===== config.mk =====
export PLATFORM = sky130hd
export DESIGN_NAME = vga_pattern_gen
export DESIGN_NICKNAME = d
export VERILOG_FILES = /design/src/rtl/vga_pattern_gen.sv
export SDC_FILE = /design/constraint.sdc
export NUM_CORES = 1
export LEC_CHECK = 0
export ABC_AREA = 1
export BUFFER_PORTS_ARGS = -buffer_cell sky130_fd_sc_hd__buf_4
export CORE_AREA = 4 4 78 80
export DETAILED_ROUTE_END_ITERATION = 8
export DIE_AREA = 0 0 82 84
export PLACE_DENSITY = 0.65
export SLEW_MARGIN = 25
export SYNTH_ARGS = -nofsm -noshare
export SYNTH_HDL_FRONTEND = slang
export SYNTH_SLANG_ARGS = --single-unit

===== constraint.sdc =====
create_clock -name CLK -period 2 [get_ports CLK]
set_input_delay 0.1 -clock CLK [delete_from_list [all_inputs] [get_ports CLK]]
set_output_delay 0.1 -clock CLK [all_outputs]
set_load 0.02 [all_outputs]

===== src/rtl/vga_pattern_gen.sv =====
// Raster timing generator with four selectable test patterns (white, colour bars,
// checkerboard, gradient). Define VGA_PATGEN_SCROLL_EN to scroll modes 2/3 one pixel per frame.
module vga_pattern_gen #(
    parameter int H_ACTIVE = 1280,
    parameter int H_FP     = 110,
    parameter int H_SYNC   = 40,
    parameter int H_BP     = 220,
    parameter int V_ACTIVE = 720,
    parameter int V_FP     = 5,
    parameter int V_SYNC   = 5,
    parameter int V_BP     = 20,
    parameter int SYNC_POL = 1,
    parameter int COLOR_W  = 8,
    parameter int CHK_LOG2 = 5
) (
    input  logic               CLK,
    input  logic               RST_N,
    input  logic [1:0]         MODE,
    output logic [COLOR_W-1:0] RED,
    output logic [COLOR_W-1:0] GREEN,
    output logic [COLOR_W-1:0] BLUE,
    output logic               HSYNC,
    output logic               VSYNC,
    output logic               READY,
    output logic               FRAME_START
);

    localparam int H_TOTAL = H_ACTIVE + H_FP + H_SYNC + H_BP;
    localparam int V_TOTAL = V_ACTIVE + V_FP + V_SYNC + V_BP;
    localparam int HW      = (H_TOTAL > 1) ? $clog2(H_TOTAL) : 1;
    localparam int VW      = (V_TOTAL > 1) ? $clog2(V_TOTAL) : 1;
    localparam int BAR_W   = (H_ACTIVE >= 8) ? (H_ACTIVE / 8) : 1;

    localparam logic [HW-1:0] H_LAST = HW'(H_TOTAL - 1);
    localparam logic [VW-1:0] V_LAST = VW'(V_TOTAL - 1);

    // One extra bit so sync-end bounds equal to the total still fit.
    localparam logic [HW:0] H_ACT      = (HW+1)'(H_ACTIVE);
    localparam logic [HW:0] H_SYNC_ON  = (HW+1)'(H_ACTIVE + H_FP);
    localparam logic [HW:0] H_SYNC_OFF = (HW+1)'(H_ACTIVE + H_FP + H_SYNC);
    localparam logic [VW:0] V_ACT      = (VW+1)'(V_ACTIVE);
    localparam logic [VW:0] V_SYNC_ON  = (VW+1)'(V_ACTIVE + V_FP);
    localparam logic [VW:0] V_SYNC_OFF = (VW+1)'(V_ACTIVE + V_FP + V_SYNC);

    localparam logic               POL  = (SYNC_POL != 0);
    localparam logic [COLOR_W-1:0] ONES = '1;

    logic [HW-1:0]      h_cnt;
    logic [VW-1:0]      v_cnt;
    logic [1:0]         mode_q;
    logic [HW:0]        h_x;
    logic [VW:0]        v_x;
    logic               frame_end;
    logic               active;
    logic               in_hsync;
    logic               in_vsync;
    logic               h_bit;
    logic               v_bit;
    logic               chk;
    logic [2:0]         bar;
    logic [2:0]         code;
    logic [COLOR_W-1:0] col;
    logic [COLOR_W-1:0] r_d;
    logic [COLOR_W-1:0] g_d;
    logic [COLOR_W-1:0] b_d;

    assign h_x       = {1'b0, h_cnt};
    assign v_x       = {1'b0, v_cnt};
    assign frame_end = (h_cnt == H_LAST) && (v_cnt == V_LAST);
    assign active    = (h_x < H_ACT) && (v_x < V_ACT);
    assign in_hsync  = (h_x >= H_SYNC_ON) && (h_x < H_SYNC_OFF);
    assign in_vsync  = (v_x >= V_SYNC_ON) && (v_x < V_SYNC_OFF);

    always_ff @(posedge CLK or negedge RST_N) begin
        if (!RST_N) begin
            h_cnt <= '0;
            v_cnt <= '0;
        end else if (h_cnt == H_LAST) begin
            h_cnt <= '0;
            v_cnt <= (v_cnt == V_LAST) ? '0 : v_cnt + 1'b1;
        end else begin
            h_cnt <= h_cnt + 1'b1;
        end
    end

    // Pattern select only changes at the frame boundary so a frame is never mixed.
    always_ff @(posedge CLK or negedge RST_N) begin
        if (!RST_N) begin
            mode_q <= 2'd0;
        end else if (frame_end) begin
            mode_q <= MODE;
        end
    end

`ifdef VGA_PATGEN_SCROLL_EN
    logic [COLOR_W-1:0] offs;

    always_ff @(posedge CLK or negedge RST_N) begin
        if (!RST_N) begin
            offs <= '0;
        end else if (frame_end) begin
            offs <= offs + 1'b1;
        end
    end

    assign col   = COLOR_W'(h_cnt) + offs;
    assign h_bit = 1'(col >> CHK_LOG2);
`else
    assign col   = COLOR_W'(h_cnt);
    assign h_bit = 1'(h_cnt >> CHK_LOG2);
`endif

    assign v_bit = 1'(v_cnt >> CHK_LOG2);
    assign chk   = h_bit ^ v_bit;

    // Bar index is the number of bar boundaries already passed; the last bar absorbs any remainder.
    always_comb begin
        bar = 3'd0;
        for (int k = 1; k < 8; k++) begin
            if (h_x >= (HW+1)'(k * BAR_W)) begin
                bar = 3'(k);
            end
        end
    end

    assign code = 3'd7 - bar;

    always_comb begin
        r_d = '0;
        g_d = '0;
        b_d = '0;
        if (active) begin
            case (mode_q)
                2'd0: begin
                    r_d = ONES;
                    g_d = ONES;
                    b_d = ONES;
                end
                2'd1: begin
                    r_d = {COLOR_W{code[2]}};
                    g_d = {COLOR_W{code[1]}};
                    b_d = {COLOR_W{code[0]}};
                end
                2'd2: begin
                    r_d = {COLOR_W{chk}};
                    g_d = {COLOR_W{chk}};
                    b_d = {COLOR_W{chk}};
                end
                default: begin
                    r_d = col;
                    g_d = col;
                    b_d = col;
                end
            endcase
        end
    end

    always_ff @(posedge CLK or negedge RST_N) begin
        if (!RST_N) begin
            RED         <= '0;
            GREEN       <= '0;
            BLUE        <= '0;
            HSYNC       <= ~POL;
            VSYNC       <= ~POL;
            READY       <= 1'b0;
            FRAME_START <= 1'b0;
        end else begin
            RED         <= r_d;
            GREEN       <= g_d;
            BLUE        <= b_d;
            HSYNC       <= in_hsync ? POL : ~POL;
            VSYNC       <= in_vsync ? POL : ~POL;
            READY       <= active;
            FRAME_START <= (h_cnt == '0) && (v_cnt == '0);
        end
    end

endmodule


Word level (Yosys, flattened, before mapping)
Index checks and enable logic that the tools add are counted.
{"block": "op_classes", "addsub": 3, "mul": 0, "div": 0, "order_cmp": 13, "eq_ne": 4, "shifts": 0, "mux": 17, "bitwise_logic": 1, "n_reduce_logical": 8}
{"op": "case mux 8 bit (3 select lines)", "n": 3}
{"op": "greater-or-equal comparator 11 x 10 -> 1 bit, second input constant", "n": 3}
{"op": "2-to-1 mux 8 bit", "n": 3}
{"op": "greater-or-equal comparator 11 bit, second input constant", "n": 2}
{"op": "greater-or-equal comparator 11 x 9 -> 1 bit, second input constant", "n": 2}
{"op": "less-than comparator 11 bit, second input constant", "n": 2}
{"op": "less-than comparator 10 bit, second input constant", "n": 2}
{"op": "2-to-1 mux 3 bit", "n": 4}
{"op": "adder 11 x 1 -> 11 bit, second input constant", "n": 1}
{"op": "equality test 11 bit, second input constant", "n": 1}
{"op": "greater-or-equal comparator 11 x 8 -> 1 bit, second input constant", "n": 1}
{"op": "zero test 11 bit", "n": 1}
{"op": "2-to-1 mux 11 bit", "n": 1}
{"op": "adder 10 x 1 -> 10 bit, second input constant", "n": 1}
{"op": "equality test 10 bit, second input constant", "n": 1}
{"op": "greater-or-equal comparator 10 bit, second input constant", "n": 1}
{"op": "zero test 10 bit", "n": 1}
{"op": "2-to-1 mux 10 bit", "n": 1}
{"op": "logical AND 1 bit", "n": 5}
{"op": "2-to-1 mux 2 bit", "n": 2}
{"op": "2-to-1 mux 1 bit", "n": 3}
{"op": "subtractor 3 bit, first input constant", "n": 1}
{"op": "equality test 2 x 1 -> 1 bit, second input constant", "n": 1}
{"op": "equality test 2 bit, second input constant", "n": 1}
{"op": "other kinds (2)", "n": 2}
{"block": "totals", "register_bits": 51, "latch_bits": 0, "mem_bits_rw": 0, "mem_bits_ro": 0, "inputBits": 4, "out_inout_bits": 28, "mem_count": 0}

Depth between registers and ports, before layout
Gate-level depths: netlist of the first run.
{"block": "depth", "ltp_word": 11, "ltp_mapped": 13, "mapped_depth_nobuf": 13}

Worst setup path before layout of the first run
No wires, ideal clock.
{"block": "synth_timing", "path_kind": "register to register", "startpoint": "register h_cnt[1]", "endpoint": "register v_cnt[9]", "setup_time_ps": 120, "t_arrival_ps": 1468, "t_required_ps": 1880, "slack_ps": 411, "stages_incl_launch_ff": 12, "path_buffers": 0, "period_less_slack_ps": 1589, "cell_sequence": "dfrtp_1 -> inv_1 -> ha_1 -> nand2_1 -> nor2_2 -> nand3_4 -> nor2_4 -> nand2_2 -> nor2_4 -> nand2_1 -> o21ai_1 -> a21oi_1"}
{"block": "synth_via", "elab_chain_len": 1}
{"element": "start: declaration", "line": "48", "source": "logic [HW-1:0] h_cnt;"}
{"element": "start signal: assignment", "line": "82", "source": "h_cnt <= h_cnt + 1'b1;"}
{"element": "equality test 11 bit", "line": "78", "source": "end else if (h_cnt == H_LAST) begin"}
{"element": "end signal: assignment", "line": "80", "source": "v_cnt <= (v_cnt == V_LAST) ? '0 : v_cnt + 1'b1;"}
{"element": "end: declaration", "line": "49", "source": "logic [VW-1:0] v_cnt;"}
Every way passes these cells.
A chain may end at the register's enable or synchronous reset.

Worst setup path after layout of the first run
Same ends and word-level chain as after synthesis.

==> results.tsv, run 1 <==
metric	value	unit
Die X-Extent	82	µm
CTS buffer count	5	
# H-tree levels	2	
Vias	1864	
clk_lat worst skew	300	ps
deepest clock path buffer count	2	
Total GRT Usage	0.1555	
TNS Setup	0	ps
Max Slew Vio Count	0	
CTS tree	yes	
Synth Cell Area	0.002362	mm²
critical path capture point type	flip-flop	
max-cap violations	0	
net count after synthesis	282	
P&R area growth vs syn	18.59	%
Sw Share	0.2297	
Final min period	1793	ps
worst slack, placed	184.8	ps
Final nets	322	
detailed placement HPWL	3.728	mm
Highest Clock Rate	0.5577	GHz
P_leak	0.001322	µW
FILL cells	544	
root buf cell	clkbuf_8	
I/O pin total	32	
P per Cell Area	633.3	mW/mm²
Worst IR Drop VDD	0.0002603	V
flops & latches, synth	51	
Req. time, crit path	2200	ps
die area	0.006888	mm²
Die Y	84	µm
DR iter-0 viols	72	
period utilisation layout	0.8965	
actual slew at the worst max-slew pin	607.7	ps
core footprint	0.005405	mm²
Setup Viol. Count Final	0	
RSZ-0062 raised after global routing	false	
most common cell after layout, fill and taps aside	nor2_1	
Post-Synthesis Cells	271	
Critical Path AT	1990	ps
Clock transition at path regs	90	ps
power share of the sequential group	0.595	
status	finished, final reports clean	
Final Hold Vio Count	0	
share of post-route cells with drive strength above 1	0.1731	
CTS sink cnt	51	
DRC	0	
Initial Util	0.4370	
antenna viol nets, final	0	
mean area per synthesized cell	8.717	µm²
Routed Wire Length	4.813	mm
sequential fraction of the synthesis area	0.5403	
crit path kind	flip-flop to flip-flop	
slew margin rel.	0.5949	
hold path depth	3	
routed len/inst	12.53	µm
row count	27	
Cell variety after synth	26	
vias per cell	4.854	
pin count of the biggest net entering global routing	52	
Warnings, synthesis	0	
CP Max Fanout	10	
first-pass GRT wire length	8.438	mm
NetSw	407.5	µW
Internal	1367	µW
Remaining Overflow, GRT	0	
hold crit path type	input port to flip-flop	
ANT cells	0	
Comb power frac	0.054	
clock power share	0.351	
port bufs	31	
commonest non-fill, non-tap cells in the layout	56 x nor2_1, 51 x dfrtp_1, 43 x nand2_1	
vias in the first global route	1825	
clock skew	4.757	ps
worst setup margin	206.9	ps
post-route core utilization	0.5183	
initial antenna violation count	0	
CP Launch Type	flip-flop	
routability cong.	0.9098	
DRT Pass-1 Iters	4	
R2R cell count	11	
critical path, stage by stage (launching register included):
cell and delay (ps):
dfrtp_1 430, inv_1 90, ha_1 140, nand2_1 70, nor2_2 160, nand3_4 160, nor2_4 160, nand2_2 70
nor2_4 110, nand2_1 90, o21ai_1 140, a21oi_1 50
what timing repair did:
item                                    in CTS  in global routing
endpoints found under the setup margin       0                  5
hold endpoints to repair                    51                  0
hold buffers                                 1                  0
gates resized for setup                      0                  1
setup buffers                                0                  0
flip-flops by register name (all words and copies together) (netlist names):
signal	cells
v_cnt	10
READY	1
VSYNC	1
h_cnt	11
FRAME_START	1
HSYNC	1
mode_q	2
BLUE	8
GREEN	8
RED	8
cell usage after synthesis:
cell | n | area (µm²)
a21oi_1 | 15 | 75.07
nor4_1 | 1 | 6.260
nand2_2 | 3 | 18.77
o21ai_2 | 1 | 8.760
o21ai_1 | 2 | 10.01
nor3_1 | 7 | 35.03
inv_1 | 34 | 127.6
nand3_4 | 1 | 17.52
o21ai_0 | 18 | 90.09
o211ai_1 | 1 | 7.510
a2111oi_0 | 1 | 8.760
nand3_1 | 9 | 45.04
dfrtp_1 | 51 | 1276
nand4_1 | 4 | 25.02
nor2_2 | 1 | 6.260
o21bai_1 | 1 | 7.510
a21boi_0 | 1 | 7.510
a211oi_1 | 2 | 15.01
nand2_1 | 43 | 161.4
xor2_1 | 3 | 26.28
inv_2 | 2 | 7.510
nor2_4 | 4 | 45.04
nor2_1 | 56 | 210.2
ha_1 | 7 | 87.58
o31ai_1 | 2 | 15.01
nor4_4 | 1 | 21.27
kinds of logic (layout without fill, tap and decap cells):
kind of cell,after synthesis,in the layout,share of synthesized area
DFF,51,51,0.5403
adders and majority gates,7,7,0.03707
AOI/OAI and AO/OA,44,44,0.1038
xor gates and xnor gates,3,3,0.01112
buffers and inverters,36,77,0.05720
and+or+nand+nor,130,130,0.2505
layout make-up:
| type | count | area, µm² | share of cell area |
|---|---|---|---|
| multi-input cells | 184 | 950.9 | 0.3394 |
| flip-flops and latches | 51 | 1276 | 0.4556 |
| clock inverters | 2 | 16.27 | 0.005806 |
| clock buffers | 6 | 82.58 | 0.02948 |
| well taps | 72 | 90.09 | 0.03216 |
| inverters | 36 | 135.1 | 0.04824 |
| repair buffers | 33 | 250.2 | 0.08933 |
power by group through the flow:
stage | Clock, µW | Combinational [µW] | Sequential (µW)
after global routing | 691 | 108 | 1060
after floorplan | 0 | 14.6 | 1100
after detailed placement | 0 | 97.1 | 1080
final | 622 | 95.8 | 1060
after CTS | 644 | 98.7 | 1060
after global placement | 0 | 97.0 | 1080
final timing paths:
check	startpoint	endpoint	slack [ps]
setup / recovery	h_cnt[1]	v_cnt[9]	210
hold / removal	MODE[1]	mode_q[1]	9
setup reg to reg	h_cnt[1]	v_cnt[9]	210
hold reg to reg	h_cnt[0]	h_cnt[0]	540
max in group asynchronous	RST_N	v_cnt[8]	1250
min in group asynchronous	RST_N	BLUE[7]	350
metrics by stage:
stage / std cells / cell area, µm² / hold WS, ps / power (µW)
after global placement: 375 / 2693 / 158.2 / 1174
after global routing: 384 / 2801 / 19.64 / 1856
after detailed placement: 375 / 2693 / 156.8 / 1174
after floorplan: 271 / 2362 / -195.6 / 1116
final: 384 / 2801 / 9.470 / 1774
after CTS: 384 / 2801 / 5.424 / 1799
layer usage:
| layer | part of all wire | GRT usage | vias up | routed length [µm] |
|---|---|---|---|---|
| li1 | - | - | 945 | - |
| met1 | 0.43 | 0.1975 | 862 | 2090 |
| met2 | 0.49 | 0.2608 | 48 | 2375 |
| met3 | 0.054 | 0.02808 | 9 | 261 |
| met4 | 0.018 | 0.05287 | 0 | 85 |
| met5 | 0 | 0 | - | 0 |
Note: power is estimated with default switching activity, not from simulation.
==> inputs of run 2 (changes only) <==
--- a/config.mk
+++ b/config.mk
@@ -7,10 +7,10 @@
 export LEC_CHECK = 0
 export ABC_AREA = 1
 export BUFFER_PORTS_ARGS = -buffer_cell sky130_fd_sc_hd__buf_4
-export CORE_AREA = 4 4 78 80
+export CORE_AREA = 2 2 89 91
 export DETAILED_ROUTE_END_ITERATION = 8
-export DIE_AREA = 0 0 82 84
-export PLACE_DENSITY = 0.65
+export DIE_AREA = 0 0 91 93
+export PLACE_DENSITY = 0.51
 export SLEW_MARGIN = 25
 export SYNTH_ARGS = -nofsm -noshare
 export SYNTH_HDL_FRONTEND = slang
==> results.tsv, run 2 (synthesis results as in run 1) <==
metric	value	unit	change
Vias	1874		was 1,864
clock skew	9.843	ps	was 4.757 ps
leading registers by flop count	h_cnt x11, v_cnt x10		unchanged
NetSw	412.0	µW	was 407.5 µW
Largest Register	h_cnt		unchanged
port bufs	31		unchanged
FILL cells	758		was 544
Highest Clock Rate	0.5568	GHz	was 0.5577 GHz
CTS buffer count	5		unchanged
P&R area growth vs syn	22.72	%	was 18.59%
R2R Path Start	h_cnt[8]		was h_cnt[1]
DRT Pass-1 Iters	4		unchanged
slew margin rel.	0.5869		was 0.5949
Remaining Overflow, GRT	0		unchanged
I/O pin total	32		unchanged
CP top delay family	simple AND/OR/NAND/NOR gates		unchanged
worst path buffer plus inverter count	0		was 1
Die X-Extent	91	µm	was 82 µm
Initial Util	0.3138		was 0.4370
Sw Share	0.2066		was 0.2297
share of post-route cells with drive strength above 1	0.1810		was 0.1731
commonest non-fill, non-tap cells in the layout	56 x nor2_1, 51 x dfrtp_1, 43 x nand2_1		unchanged
Final min period	1796	ps	was 1793 ps
Hold Path Origin	MODE[1]		unchanged
CP Launch Type	flip-flop		unchanged
clk_lat worst skew	300	ps	about the same
power share of the sequential group	0.530		was 0.595
CP Max Fanout	8		was 10
ANT cells	0		unchanged
Req. time, crit path	2180	ps	was 2200 ps
Total GRT Usage	0.1327		was 0.1555
CTS sink cnt	51		unchanged
Critical Path AT	1970	ps	was 1990 ps
first-pass GRT wire length	8.914	mm	was 8.438 mm
row count	32		was 27
Setup Viol. Count Final	0		unchanged
hold crit path type	input port to flip-flop		unchanged
vias in the first global route	1833		was 1,825
Clock transition at path regs	100	ps	was 90 ps
status	finished, final reports clean		unchanged
routability cong.	0.9248		was 0.9098
Setup Buffers After CTS	0		unchanged
vias per cell	4.494		was 4.854
CTS tree	yes		unchanged
max FFs per register	11		unchanged
hold slack	19.63	ps	was 9.470 ps
routed len/inst	12.29	µm	was 12.53 µm
Final nets	325		was 322
CP Launch Point	h_cnt[8]		was h_cnt[1]
antenna viol nets, final	0		unchanged
Max Slew Vio Count	0		unchanged
Routed Wire Length	5.124	mm	was 4.813 mm
detailed placement HPWL	3.935	mm	was 3.728 mm
total power	1995	µW	was 1774 µW
Max stage delay on crit path	500	ps	was 430 ps
initial antenna violation count	0		unchanged
Internal	1583	µW	was 1367 µW
Die Y	93	µm	was 84 µm
Worst IR Drop VDD	0.0002735	V	was 0.0002603 V
die area	0.008463	mm²	was 0.006888 mm²
root buf cell	clkbuf_8		unchanged
core footprint	0.007527	mm²	was 0.005405 mm²
deepest clock path buffer count	2		unchanged
Critical-path top delay cell	dfrtp_1		unchanged
actual slew at the worst max-slew pin	619.7	ps	was 607.7 ps
CP Cell Sequence	nand2_1 -> nor3_1 -> nor2_1 -> a21boi_0 -> o21ai_2 -> nor2_1		was inv_1 -> ha_1 -> nand2_1 -> nor2_2 -> nand3_4 -> nor2_4 -> nand2_2 -> nor2_4 -> nand2_1 -> o21ai_1 -> a21oi_1
worst setup margin	204.1	ps	was 206.9 ps
storage element area	0.001276	mm²	unchanged
most used cell, CP	nor2_1		
most common cell after layout, fill and taps aside	nor2_1		unchanged
clock power share	0.422		was 0.351
DRC	0		unchanged
Comb power frac	0.048		was 0.054
RSZ-0062 raised after global routing	false		unchanged
period utilisation layout	0.8980		was 0.8965
post-route cell area	0.002899	mm²	was 0.002801 mm²
P_leak	0.001354	µW	was 0.001322 µW
footprint of the multi-input gates	950.9	µm²	unchanged
TNS Setup	0	ps	unchanged
P per Cell Area	688.0	mW/mm²	was 633.3 mW/mm²
pin count of the biggest net entering global routing	52		unchanged
max-cap violations	0		unchanged
critical path capture point type	flip-flop		unchanged
instance area at placement	0.002753	mm²	was 0.002693 mm²
Final Hold Vio Count	0		unchanged
DR iter-0 viols	99		was 72
# H-tree levels	2		unchanged
worst slack, placed	220.3	ps	was 184.8 ps
crit path kind	flip-flop to flip-flop		unchanged
run 2: area by class of cell:
| cell class | count | area share |
|---|---|---|
| Tap cell | 102 | 0.04402 |
| Clock buffer | 5 | 0.02374 |
| Clock inverter | 3 | 0.02331 |
| Inverter | 36 | 0.04661 |
| Sequential cell | 51 | 0.4402 |
| Timing Repair Buffer | 36 | 0.09409 |
| Multi-Input combinational cell | 184 | 0.3280 |
run 2: repair_timing:
| action | CTS | global route |
|---|---|---|
| resized for setup | 0 | 1 |
| hold buffers | 1 | 0 |
| setup endpoints to repair | 0 | 1 |
| hold endpoints to repair | 51 | 0 |
run 2: worst register-to-register path, delay by kind of cell, from the launching register on:
kind | cells | cell delay (ps)
compound gates | 2 | 500
flops | 1 | 500
simple gates | 4 | 670
run 2: power groups by stage:
stage          combinational, µW  sequential, µW  clock, µW
5_1_grt                      105            1060        901
2_1_floorplan               14.6            1100          0
3_5_place_dp                96.7            1080          0
6_report                    95.5            1060        843
4_1_cts                     98.3            1060        861
3_3_place_gp                96.9            1080          0
run 2: path summary, 6_finish.rpt:
check                      slack [ps]        end  cells after the start
hold reg to reg                   530   h_cnt[0]                      1
hold / removal                     20  mode_q[1]                      3
setup / recovery                  200   GREEN[1]                      6
min in group asynchronous         350   GREEN[2]                      2
setup reg to reg                  200   GREEN[1]                      6
max in group asynchronous        1240  mode_q[1]                      2
run 2: per-layer routing:
layer / global-route usage / wire (µm) / vias up
met2: 0.2235 / 2343 / 40
li1: - / - / 957
met1: 0.1743 / 2507 / 870
met4: 0.03409 / 65 / 0
met3: 0.02901 / 207 / 7
met5: 0 / 0 / -
run 2: stage by stage:
step | instances | util
2_1_floorplan | 271 | -
3_3_place_gp | 408 | 0.3657
3_5_place_dp | 408 | 0.3657
4_1_cts | 417 | 0.3851
5_1_grt | 417 | 0.3851
6_report | 417 | 0.3851
